[src/rtl/cnn_layer_accel_weight_seq_ctrl_if.sv]
// Handshake bundle between a run requester and the weight sequencer.
// Optional abort line present when CNN_LAYER_ACCEL_WSEQ_ABORT_EN is defined.
interface cnn_layer_accel_weight_seq_ctrl_if;
  logic       start;
  logic [7:0] num_repeat;
  logic       rdy;
`ifdef CNN_LAYER_ACCEL_WSEQ_ABORT_EN
  logic       abort;
`endif
  logic [1:0] gray_code;
  logic [2:0] seq_data_addr;
  logic       wht_vld;
  logic       busy;
  logic       done;

`ifdef CNN_LAYER_ACCEL_WSEQ_ABORT_EN
  modport master (
    output start, num_repeat, rdy, abort,
    input  gray_code, seq_data_addr, wht_vld, busy, done
  );
  modport slave (
    input  start, num_repeat, rdy, abort,
    output gray_code, seq_data_addr, wht_vld, busy, done
  );
`else
  modport master (
    output start, num_repeat, rdy,
    input  gray_code, seq_data_addr, wht_vld, busy, done
  );
  modport slave (
    input  start, num_repeat, rdy,
    output gray_code, seq_data_addr, wht_vld, busy, done
  );
`endif
endinterface

[src/rtl/cnn_layer_accel_weight_seq_ctrl.sv]
// Weight sequence controller: walks the weight sequence table through four
// gray-coded phases (00,01,11,10) of five entries each, num_repeat times,
// advancing only when the consumer is ready. Each issue produces a wht_vld
// one cycle later, aligned with the table's registered read data.
// Optional run cancel compiled in with CNN_LAYER_ACCEL_WSEQ_ABORT_EN.
module cnn_layer_accel_weight_seq_ctrl (
  input logic clk,
  input logic rst_n,
  cnn_layer_accel_weight_seq_ctrl_if.slave bus
);

  typedef enum logic [1:0] {
    IDLE  = 2'd0,
    RUN   = 2'd1,
    DRAIN = 2'd2,
    DONE  = 2'd3
  } state_t;

  localparam logic [2:0] LAST_ADDR = 3'd4;
  localparam logic [1:0] LAST_GRAY = 2'b10;

  state_t     state_q, state_d;
  logic [1:0] gray_code_q, gray_code_d;
  logic [2:0] seq_data_addr_q, seq_data_addr_d;
  logic [7:0] pass_cnt_q, pass_cnt_d;
  logic [7:0] repeat_q, repeat_d;
  logic [7:0] pass_inc;
  logic       wht_vld_q, wht_vld_d;
  logic       busy_q, busy_d;
  logic       done_q, done_d;
  logic [1:0] sync_q;
  logic       abort_hit;

  // Phase order of the table: 00 -> 01 -> 11 -> 10 -> 00
  function automatic logic [1:0] next_gray(input logic [1:0] g);
    case (g)
      2'b00:   next_gray = 2'b01;
      2'b01:   next_gray = 2'b11;
      2'b11:   next_gray = 2'b10;
      default: next_gray = 2'b00;
    endcase
  endfunction

`ifdef CNN_LAYER_ACCEL_WSEQ_ABORT_EN
  assign abort_hit = bus.abort;
`else
  assign abort_hit = 1'b0;
`endif

  // Reset release synchronizer: start is only honoured once release has settled
  always_ff @(posedge clk or negedge rst_n) begin
    if (!rst_n) sync_q <= 2'b00;
    else        sync_q <= {sync_q[0], 1'b1};
  end

  // Next-state and next-output computation for the sequencing FSM
  always_comb begin
    state_d         = state_q;
    gray_code_d     = gray_code_q;
    seq_data_addr_d = seq_data_addr_q;
    pass_cnt_d      = pass_cnt_q;
    repeat_d        = repeat_q;
    wht_vld_d       = 1'b0;
    busy_d          = busy_q;
    done_d          = 1'b0;
    pass_inc        = pass_cnt_q + 8'd1;

    case (state_q)
      IDLE: begin
        gray_code_d     = 2'b00;
        seq_data_addr_d = 3'd0;
        busy_d          = 1'b0;
        if (bus.start && sync_q[1]) begin
          state_d    = RUN;
          repeat_d   = (bus.num_repeat == 8'd0) ? 8'd1 : bus.num_repeat;
          pass_cnt_d = 8'd0;
          busy_d     = 1'b1;
        end
      end

      RUN: begin
        if (abort_hit) begin
          state_d         = DONE;
          done_d          = 1'b1;
          gray_code_d     = 2'b00;
          seq_data_addr_d = 3'd0;
        end else if (bus.rdy) begin
          wht_vld_d = 1'b1;
          if (seq_data_addr_q == LAST_ADDR) begin
            if (gray_code_q == LAST_GRAY) begin
              pass_cnt_d = pass_inc;
              if (pass_inc == repeat_q) begin
                state_d = DRAIN;
              end else begin
                gray_code_d     = 2'b00;
                seq_data_addr_d = 3'd0;
              end
            end else begin
              gray_code_d     = next_gray(gray_code_q);
              seq_data_addr_d = 3'd0;
            end
          end else begin
            seq_data_addr_d = seq_data_addr_q + 3'd1;
          end
        end
      end

      DRAIN: begin
        state_d         = DONE;
        done_d          = 1'b1;
        gray_code_d     = 2'b00;
        seq_data_addr_d = 3'd0;
      end

      DONE: begin
        state_d = IDLE;
        busy_d  = 1'b0;
      end

      default: begin
        state_d = IDLE;
      end
    endcase
  end

  // State and registered outputs, cleared immediately by reset
  always_ff @(posedge clk or negedge rst_n) begin
    if (!rst_n) begin
      state_q         <= IDLE;
      gray_code_q     <= 2'b00;
      seq_data_addr_q <= 3'd0;
      pass_cnt_q      <= 8'd0;
      repeat_q        <= 8'd0;
      wht_vld_q       <= 1'b0;
      busy_q          <= 1'b0;
      done_q          <= 1'b0;
    end else begin
      state_q         <= state_d;
      gray_code_q     <= gray_code_d;
      seq_data_addr_q <= seq_data_addr_d;
      pass_cnt_q      <= pass_cnt_d;
      repeat_q        <= repeat_d;
      wht_vld_q       <= wht_vld_d;
      busy_q          <= busy_d;
      done_q          <= done_d;
    end
  end

  assign bus.gray_code     = gray_code_q;
  assign bus.seq_data_addr = seq_data_addr_q;
  assign bus.wht_vld       = wht_vld_q;
  assign bus.busy          = busy_q;
  assign bus.done          = done_q;

endmodule

[src/flat_wrapper.sv]
// flat-port wrapper written by rule: the top's interface ports become plain ports
module cnn_layer_accel_weight_seq_ctrl_flat 
  (clk, rst_n, bus_start, bus_num_repeat, bus_rdy, bus_gray_code, bus_seq_data_addr, bus_wht_vld, bus_busy, bus_done);
  cnn_layer_accel_weight_seq_ctrl_if bus_i ();
  input logic clk;
  input logic rst_n;
  input wire logic [$bits(bus_i.start)-1:0] bus_start;
  input wire logic [$bits(bus_i.num_repeat)-1:0] bus_num_repeat;
  input wire logic [$bits(bus_i.rdy)-1:0] bus_rdy;
  output wire logic [$bits(bus_i.gray_code)-1:0] bus_gray_code;
  output wire logic [$bits(bus_i.seq_data_addr)-1:0] bus_seq_data_addr;
  output wire logic [$bits(bus_i.wht_vld)-1:0] bus_wht_vld;
  output wire logic [$bits(bus_i.busy)-1:0] bus_busy;
  output wire logic [$bits(bus_i.done)-1:0] bus_done;
  assign bus_i.start = bus_start;
  assign bus_i.num_repeat = bus_num_repeat;
  assign bus_i.rdy = bus_rdy;
  assign bus_gray_code = bus_i.gray_code;
  assign bus_seq_data_addr = bus_i.seq_data_addr;
  assign bus_wht_vld = bus_i.wht_vld;
  assign bus_busy = bus_i.busy;
  assign bus_done = bus_i.done;
  cnn_layer_accel_weight_seq_ctrl u_core (.clk(clk), .rst_n(rst_n), .bus(bus_i));
endmodule
[config.mk]
export PLATFORM = sky130hd
export DESIGN_NAME = cnn_layer_accel_weight_seq_ctrl_flat
export DESIGN_NICKNAME = d
export VERILOG_FILES = /design/src/rtl/cnn_layer_accel_weight_seq_ctrl_if.sv /design/src/rtl/cnn_layer_accel_weight_seq_ctrl.sv /design/src/flat_wrapper.sv
export SDC_FILE = /design/constraint.sdc
export NUM_CORES = 1
export LEC_CHECK = 0
export ABC_CLOCK_PERIOD_IN_PS = 5800
export CORE_AREA = 2 2 72 74
export DETAILED_ROUTE_END_ITERATION = 6
export DIE_AREA = 0 0 74 76
export MAX_ROUTING_LAYER = met4
export SYNTH_ARGS = -nofsm -noshare
export SYNTH_HDL_FRONTEND = slang
export SYNTH_SLANG_ARGS = --single-unit
[constraint.sdc]
create_clock -name clk -period 5.8 [get_ports clk]
set_input_delay 1.74 -clock clk [delete_from_list [all_inputs] [get_ports clk]]
set_output_delay 1.74 -clock clk [all_outputs]
set_load 0.05 [all_outputs]
==> flow_summary.ini <==
[pwr]
power.internal_uw = 482
cellPowerDensity_nw_per_um2 = 438
pwr-share-clk = 0.129
share_comb_of_total_power = 0.508
seqPwrFrac = 0.363
switching_share = 0.432
power.ir.vdd_worst_v = 0.000206
netSwitchingPower_uw = 366
leakagePower_uw = 0.000810

[synthesis]
unique_masters_post_synth = 43
synth_fp_nets = 184
async_reset_ff_frac = 1.00
postSynthRegisterBits = 28
syn_inst = 164
synth_seq_area_share = 0.431
synth-main-ff-cell = dfrtp_1
synth_area_um2 = 1630
synth.yosys.warnings = 0
synthesis.area_per_instance_um2 = 9.91
synth_enable_flop_cells = 0

[place]
place.detailed.hpwl_mm = 2.48
post_dp_cell_area_um2 = 1890
post-place-cells = 250
numPortBuffers = 19
place_ws_ns = 2.54
gp_congestion = 0.803

[timing]
max_slew_margin = 0.668
final.setup.tns_ns = 0
finalMaxSlewViolations = 0
tightest_slew_ns = 0.496
post-route-worst-setup-slack_ns = 2.53
finalSetupViolCount = 0
fmax_mhz = 306
worst_clock_skew_ns = 0.00167
final-hold-violation-count = 0
timing.final.crit_period_ns = 3.27
setup_repair_after_global_routing_missed_its_margin = no
final.period_utilization = 0.564

[grt]
global_route_usage_sum = 0.136
grt.overflow.total = 0
largest_net_degree_at_the_start_of_global_routing = 29
via_count_of_the_first_global_routing_pass = 1201
grt_antenna_before_repair = 0
grt_first_pass_wirelength_mm = 5.85

[cts]
tritoncts_clock_tree = yes
cts_num_sinks = 28
numCtsBuffers = 3
cts_root_buf = clkbuf_8
clk_pin_slew_worst_paths_ns = 0.10
postCtsResizedCells = 0
cts.hold.buffers_added = 0
clock_insertion_delay_worst_skew_ns = 0.27
cts-htree-levels = 1
clock_path_buffers = 2
cts_setup_buffers = 0

[detailed_routing]
wl_mm = 3.37
route.detailed.drc = 0
final_antenna_net_count = 0
detailroute.via_count = 1280
via_density_per_instance = 5.06
avgRoutedWirePerCell_um = 13.3
detail_route.iter0.violations = 59
firstDrtPassIters = 5

[layout]
final_common_cell = dfrtp_1
final-instance-count-excl-fill = 253
antenna_cells = 0
fin_util = 0.394
final_cell_area_um2 = 1930
area.growth.synth_to_final_pct = 19.0
final.fill_count = 510
drive_gt1_frac = 0.0874
highest_count_cells_in_the_layout_ignoring_fill_and_taps = dfrtp_1 (28), nand2_1 (22), clkdlybuf4s50_1 (19)
layout_net_count = 205

[status]
run_status = finished clean

[setup_path]
worst-r2r-cell-count = 6
path_class = reg2out
timing.critical_path.arrival_ns = 1.53
cp.required_ns = 4.06
worstSetupPathDepth = 1
crit_fanout = 5
endpoint_kind = output pin
timing.critical_path.slowest_stage_cell = clkdlybuf4s50_1
crit_family = buffers and inverters
crit_path_cell_trace = clkdlybuf4s50_1
critPathBufInv = 1
worst_path_largest_cell_delay_ns = 0.83
worst_setup_path_start_kind = register

[floorplanning]
boundaryPins = 20
dieHeight_um = 76
die_w_um = 74
rows = 26
design.core.area_um2 = 4910
dieArea_um2 = 5620
start_util = 0.331

[min_path]
worstHoldPathCells = 0
hold_path.class = reg2reg

[run]
drv_cap = 0
==> flip-flops by register name, summed over array words and instances, names as in the netlist <==
name and count:
u_core.bus.gray_code 2, u_core.pass_cnt_q 8, u_core.repeat_q 8, u_core.bus.wht_vld 1, u_core.state_q 2, u_core.bus.busy 1
u_core.bus.seq_data_addr 3, u_core.bus.done 1, u_core.sync_q 2
==> cells by family (layout without fill, tap and decap cells) <==
logic type	Yosys count	in the layout	share of synthesized area
AOI/OAI and AO/OA	37	37	0.159
DFF	28	28	0.431
muxes	10	10	0.0685
and+or+nand+nor	62	62	0.210
adders and majority gates	8	8	0.0616
buffers and inverters	10	29	0.0246
other	1	1	0.00231
xor gates and xnor gates	8	8	0.0431
==> power groups by stage <==
stage | Clock, uW | Combinational [uW] | Sequential [uW]
final | 110 | 431 | 307
after global routing | 121 | 474 | 319
after CTS | 113 | 433 | 309
after detailed placement | 0 | 432 | 313
after global placement | 0 | 429 | 312
after floorplan | 0 | 249 | 377
==> final timing paths <==
kind,startpoint,to,slack (ns)
worst max register to register,u_core.pass_cnt_q[3],u_core.bus.seq_data_addr[1],3.50
worst max-delay path,u_core.bus.gray_code[1],bus_gray_code[1],2.53
worst min register to register,u_core.sync_q[0],u_core.sync_q[1],0.36
worst min-delay path,u_core.sync_q[0],u_core.sync_q[1],0.36
min in group asynchronous,rst_n,u_core.bus.gray_code[0],1.83
max in group asynchronous,rst_n,u_core.bus.done,3.70
==> cell type report <==
type | count | area [um^2] | share of cell area
Timing Repair Buffer | 20 | 198 | 0.102
Clock buffer | 3 | 41.3 | 0.0213
Sequential cell | 28 | 701 | 0.362
Tap cell | 70 | 87.6 | 0.0453
Inverter | 6 | 22.5 | 0.0116
Multi-Input combinational cell | 126 | 885 | 0.457
==> synth_stat cells, types with 2 or more instances <==
cell type  number  area [um^2]
o2111ai_1       2         17.5
mux2_2          3         33.8
nand3b_1        2         15.0
nand2b_1        4         25.0
a31oi_1         2         12.5
nor2_1          7         26.3
ha_1            8          100
nor3_1          3         15.0
a21oi_1         5         25.0
nand2_1        22         82.6
xnor2_1         6         52.6
buf_2           2         10.0
dfrtp_1        28          701
nand4b_1        2         17.5
and3_1          2         12.5
o21ai_1        11         55.1
o31ai_1         4         30.0
mux2_1          6         67.6
clkbuf_1        2         7.51
inv_1           6         22.5
o211ai_1        3         22.5
and2_1          4         25.0
o21ai_0         3         15.0
nand3_1         7         35.0
xor2_1          2         17.5
==> stage by stage <==
stage | hold WS, ns | power [uW]
after floorplan | 0.331 | 625
after global placement | 0.336 | 741
after detailed placement | 0.347 | 745
after CTS | 0.371 | 855
after global routing | 0.375 | 914
final | 0.365 | 848
==> per-layer routing <==
layer	global-route usage	up-vias	routed length [um]
li1	-	633	-
met1	0.198	626	1680
met2	0.196	19	1570
met3	0.0159	2	80
met4	0.0436	0	38
met5	-	-	0
No activity file was read; power rests on OpenSTA's default activity.
